### src/rtl/seq_det_pkg.sv
// Shared constants and helpers for the configurable serial pattern detector.
package seq_det_pkg;

    localparam logic [7:0]  DEF_PAT = 8'h0B;
    localparam int unsigned DEF_LEN = 4;
    localparam bit          DEF_OVL = 1'b1;

    function automatic int unsigned clog2(input int unsigned v);
        int unsigned r;
        r = 0;
        while ((64'd1 << r) < 64'(v)) r++;
        return r;
    endfunction

    // Lengths outside 1..max_len are pulled to the nearest legal value.
    function automatic int unsigned clamp_len(input int unsigned len, input int unsigned max_len);
        if (len == 0)       return 1;
        if (len > max_len)  return max_len;
        return len;
    endfunction

endpackage

### src/rtl/sat_counter.sv
// Saturating up-counter; clear wins over hold but a same-cycle increment still counts once.
module sat_counter #(
    parameter int unsigned CNT_W = 8
) (
    input  logic             clk,
    input  logic             rst,
    input  logic             inc,
    input  logic             clr,
    output logic [CNT_W-1:0] q
);

    logic [CNT_W-1:0] r_q;

    always_ff @(posedge clk or negedge rst) begin
        if (!rst) begin
            r_q <= '0;
        end else if (clr) begin
            r_q <= inc ? CNT_W'(1) : '0;
        end else if (inc && (r_q != '1)) begin
            r_q <= r_q + CNT_W'(1);
        end
    end

    assign q = r_q;

endmodule

### src/rtl/seq_detector_cfg.sv
// Runtime-programmable serial pattern detector with Mealy and Moore match flags
// and a saturating match counter.
module seq_detector_cfg
    import seq_det_pkg::*;
#(
    parameter int unsigned      PAT_W       = 8,
    parameter int unsigned      CNT_W       = 8,
    parameter logic [PAT_W-1:0] PAT_DEFAULT = PAT_W'(DEF_PAT),
    parameter int unsigned      LEN_DEFAULT = DEF_LEN,
    parameter bit               OVL_DEFAULT = DEF_OVL,
    localparam int unsigned     LW          = clog2(PAT_W + 1)
) (
    input  logic             clk,
    input  logic             rst,
    input  logic             din,
    input  logic             din_valid,
    input  logic             cfg_we,
    input  logic [PAT_W-1:0] cfg_pat,
    input  logic [LW-1:0]    cfg_len,
    input  logic             cfg_overlap,
    input  logic             cnt_clr,
    output logic             mealy_flag,
    output logic             moore_flag,
    output logic [CNT_W-1:0] match_cnt
);

    localparam logic [LW-1:0] LEN_RST  = LW'(clamp_len(LEN_DEFAULT, PAT_W));
    localparam logic [LW-1:0] FILL_MAX = LW'(PAT_W);

    // Newest bit in the LSB; the oldest history bit is never compared, so only PAT_W-1 are kept.
    logic [PAT_W-2:0] r_hist;
    logic [PAT_W-1:0] r_pat;
    logic [LW-1:0]    r_len;
    logic [LW-1:0]    r_fill;
    logic             r_ovl;
    logic             r_moore;

    logic [PAT_W-1:0] w_nxt;
    logic [PAT_W-1:0] w_mask;
    logic             w_accept;
    logic             w_filled;
    logic             w_match;

    always_comb begin
        w_accept = din_valid & ~cfg_we;
        w_nxt    = {r_hist, din};
        w_mask   = ~({PAT_W{1'b1}} << r_len);
        w_filled = ({1'b0, r_fill} + (LW + 1)'(1)) >= {1'b0, r_len};
        w_match  = rst & w_accept & w_filled & (((w_nxt ^ r_pat) & w_mask) == '0);
    end

    always_ff @(posedge clk or negedge rst) begin
        if (!rst) begin
            r_hist  <= '0;
            r_fill  <= '0;
            r_pat   <= PAT_DEFAULT;
            r_len   <= LEN_RST;
            r_ovl   <= OVL_DEFAULT;
            r_moore <= 1'b0;
        end else begin
            r_moore <= w_match;
            if (cfg_we) begin
                r_pat  <= cfg_pat;
                r_len  <= LW'(clamp_len(32'(cfg_len), PAT_W));
                r_ovl  <= cfg_overlap;
                r_hist <= '0;
                r_fill <= '0;
            end else if (din_valid) begin
                r_hist <= w_nxt[PAT_W-2:0];
                if (w_match && !r_ovl) begin
                    r_fill <= '0;
                end else if (r_fill != FILL_MAX) begin
                    r_fill <= r_fill + LW'(1);
                end
            end
        end
    end

    sat_counter #(
        .CNT_W(CNT_W)
    ) u_cnt (
        .clk(clk),
        .rst(rst),
        .inc(w_match),
        .clr(cnt_clr | cfg_we),
        .q  (match_cnt)
    );

    assign mealy_flag = w_match;
    assign moore_flag = r_moore;

endmodule

### config.mk
export PLATFORM = sky130hd
export DESIGN_NAME = seq_detector_cfg
export DESIGN_NICKNAME = d
export VERILOG_FILES = /design/src/rtl/seq_det_pkg.sv /design/src/rtl/sat_counter.sv /design/src/rtl/seq_detector_cfg.sv
export SDC_FILE = /design/constraint.sdc
export NUM_CORES = 1
export LEC_CHECK = 0
export CAP_MARGIN = 40
export CORE_MARGIN = 2
export CORE_UTILIZATION = 52
export CTS_CLUSTER_SIZE = 16
export DETAILED_ROUTE_END_ITERATION = 12
export HOLD_SLACK_MARGIN = 0.1
export PLACE_DENSITY = 0.78
export SLEW_MARGIN = 0
export SYNTH_ARGS = -nofsm -noshare
export SYNTH_HDL_FRONTEND = slang
export SYNTH_SLANG_ARGS = --single-unit
### constraint.sdc
create_clock -name clk -period 3.1 [get_ports clk]
set_input_delay 0.62 -clock clk [delete_from_list [all_inputs] [get_ports clk]]
set_output_delay 0.62 -clock clk [all_outputs]
set_load 0.02 [all_outputs]
==> summary.txt <==
Placement
  • Placer Congestion: roughly 0.87
  • HPWL after detailed placement: around 2600 µm
  • Place WS: about 0.11 ns
  • # port buffers: 28

Logic synthesis
  • Syn nets: 199
  • Synth area leader: dfrtp_1
  • Synth cell types: 36
  • YS warnings: 0
  • Post-synthesis register bit count: 33
  • Cells taking the most area after synthesis: dfrtp_1 40%, dfstp_2 7.5%, mux2_2 5.8%
  • Number of flops mapped to enable cells by yosys: 0
  • Top_reg_cell synth: dfrtp_1
  • Top cells by count, synth: 28 x dfrtp_1, 15 x nor2_1, 10 x inv_1, 10 x nand2_1
  • Syn Std Cell Area: approximately 1800 µm²
  • Asr flop ratio synth: 100%
  • Seq/Total Area, Yosys: between 40 and 50%
  • Cell count after synthesis: ~170
  • Top-area cell type share of the netlist area: approximately two fifths
  • Syn avg cell area: 10.1 µm²
  • Top-count cell post-synth: dfrtp_1

Finish
  • Area Overhead vs Synth: 23.0%
  • Register area: 832 µm²
  • Multi-input gate area: approximately 850 µm²
  • ANT cells: 0
  • Nets: 232
  • Share of layout cells above drive strength 1: between 10 and 15%
  • Filler cells: slightly below 300

Worst setup path
  • Nature of the critical path endpoint: primary output
  • Critical path, cell by cell: ha_1 -> xor2_1 -> ha_1 -> o21ai_0 -> o21ai_0 -> nand4_1 -> inv_1 -> clkdlybuf4s15_1
  • Worst-path maximum fanout: 7
  • CP arrival: about 2.3 ns
  • Worst EP required: about 2.5 ns
  • Crit-path leading delay family: adder cells
  • Kind of critical path: flip-flop to primary output
  • Slowest-stage cell, CP: dfrtp_1
  • Critical path launch point type: flip-flop
  • CP max stage delay: 0.47 ns
  • Buffers & Inverters on Critical Path: 2

Floorplan
  • Core Footprint: between 3000 and 4000 µm²
  • I/O pin total: 29
  • Die W: ~62 µm
  • Initial Util: 53.4%
  • Die H: 62.1 µm
  • FP Rows: 21
  • DIE AREA: ~3900 µm²

CTS
  • Clk buf depth: 2
  • # hold bufs at CTS: 0
  • Post-CTS setup buffer count: 0
  • CTS tree: done
  • Clk_lat worst skew: about 0.34 ns
  • CTS clk-pin slew, worst paths: approximately 0.10 ns
  • Root Buffer: clkbuf_4
  • Post-CTS sizing: 1
  • H-tree levels: 2
  • TritonCTS buffer count: 5
  • TritonCTS Sinks: 33

STA
  • Setup TNS: 0 ns
  • Final critical-path required period: a little under 3 ns
  • Slew Viols, Final: 0
  • Fmax: between 300 and 400 MHz
  • Clock Skew: approximately 0.0065 ns
  • Hold slack: roughly 0.54 ns
  • Setup ws final: about 0.15 ns
  • Final worst path period share: between 90 and 100%
  • Finish-stage setup viols: 0
  • Final Hold Fails: 0
  • Measured slew at the worst slew-check pin: 0.399 ns
  • Worst relative slew slack: between 70% and 80%
  • RSZ-0062 raised after global routing: false

Drt
  • Drt first-iter violations: 74
  • WL met2: approximately 1700 µm
  • DR vias/cell: roughly 5.6
  • Routed Wire Length: between 3000 and 4000 µm
  • Top Metal Used: met4
  • Routed WL per cell: approximately 14 µm
  • Vias after detailed routing: between 1000 and 1500
  • Drt drc: 0
  • Drt pass-1 iters: 4
  • Met3 routed WL: 189 µm
  • Antenna-violating nets left: 0
  • M1 wire length: roughly 1500 µm

Power and ir drop
  • Worst vdd ir: about 0.00027 V
  • Total chip power: 0.000824 W
  • Internal power: 0.000606 W
  • Clk pwr share: approximately 28%
  • Pwr Density: 382 nW/µm²
  • P_leak: around 0.92 nW
  • Sw Ratio: roughly a quarter
  • Switching pwr: around 0.00022 W
  • Sequential power share: between 50 and 60%
  • Power share of the combinational group: 14.7%

Hold path
  • Hold Path Class: flip-flop to flip-flop

Run status
  • Status: complete, no violations

GRT
  • Initial antenna violation count: 0
  • Gr ovfl total: 0
  • GRT Resource Usage Total: around 21%
  • Vias in the first global route: roughly 1300
  • Global-route wire length before repair: ~5800 µm
  • Largest net degree at the start of global routing: 34

Job
  • MaxCap Viol Count: 0
-- worst reg2reg max path, delay by kind of cell (launching register included) --
kind / cells / cell delay [ns]
AND/OR/NAND/NOR: 2 / 0.66
flip-flops: 1 / 0.47
buffers and inverters: 1 / 0.22
AO/OA/AOI/OAI: 3 / 0.38
XOR/XNOR: 1 / 0.16
adder cells (fa/ha/maj): 2 / 0.56
-- final timing paths --
| path | from | end | slack (ns) | cells after the start |
|---|---|---|---|---|
| worst max register to register | r_fill[0]$_DFFE_PN0P_ | u_cnt.q[3]$_DFFE_PN0P_ | 0.60 | 9 |
| max in group asynchronous | rst | r_len[2]$_DFFE_PN1P_ | 2.03 | 2 |
| worst max-delay path | r_fill[0]$_DFFE_PN0P_ | mealy_flag | 0.15 | 8 |
| min in group asynchronous | rst | r_fill[1]$_DFFE_PN0P_ | 0.74 | 2 |
| worst min-delay path | r_pat[7]$_DFFE_PN0P_ | r_pat[7]$_DFFE_PN0P_ | 0.54 | 1 |
| worst min register to register | r_pat[7]$_DFFE_PN0P_ | r_pat[7]$_DFFE_PN0P_ | 0.54 | 1 |
-- logic make-up after synthesis --
logic type	share of synthesized area, %
compound gates	12.3
buf+inv	3.93
simple gates	15.3
xor+xnor	5.00
flops	47.5
mux	10.9
fa+ha+maj	5.00
-- flip-flops by register name, indices dropped and copies added, names as in the netlist --
signal and cells:
r_pat 8, u_cnt.q 8, r_hist 7, r_fill 4
r_len 4, moore_flag 1, r_ovl 1
-- cells in the final DEF, fill, tap and decap left out --
cell type and n:
a211oi_1 2, a21oi_1 9, a22oi_1 1, a31oi_1 2, and3_1 1, and4b_1 1, buf_4 6, clkbuf_1 1
clkbuf_4 5, clkdlybuf4s15_1 1, clkdlybuf4s50_1 27, clkinv_2 2, dfrtp_1 28, dfstp_2 5, ha_1 7, inv_1 10
mux2_2 9, mux2i_1 9, nand2_1 10, nand2b_1 1, nand3_1 9, nand3b_1 1, nand4_1 4, nor2_1 15
nor3_1 3, nor3b_1 1, nor4_1 2, nor4_2 1, o2111ai_1 1, o211ai_1 1, o21ai_0 7, o22ai_1 3
o311ai_0 3, o31ai_1 3, o41ai_1 2, or2_2 1, or3_1 1, or4_1 2, xnor2_1 6, xor2_1 4
-- stage by stage --
stage / cells / util (%) / instance area, µm²
global route: 253 / 65.6 / 2160
CTS: 253 / 65.6 / 2150
finish: 253 / 65.6 / 2160
floorplan: 173 / - / 1750
global placement: 245 / 64.1 / 2100
detailed placement: 245 / 64.1 / 2100
-- power by group through the flow --
stage / sequential [W] / clock, W / combinational [W]
after detailed placement: 0.000484 / 0 / 0.000122
final: 0.000476 / 0.000227 / 0.000121
after global placement: 0.000483 / 0 / 0.000119
after CTS: 0.000476 / 0.000240 / 0.000123
after floorplan: 0.000478 / 0 / 0.0000718
after global routing: 0.000479 / 0.000264 / 0.000137
-- layout make-up --
type	instances	area share, %
clock buffer	6	1.92
tap	46	2.67
inverter	10	1.74
clock inverter	2	0.464
timing repair buffer	34	15.1
multi-input combinational	122	39.5
sequential	33	38.6
-- per-layer routing --
metal / up-vias / global-route usage [%]
met5: - / 0
met4: 0 / 8.21
met3: 5 / 7.45
met2: 36 / 32.6
met1: 683 / 28.2
li1: 697 / -
Note: power is estimated with default switching activity, not from simulation.
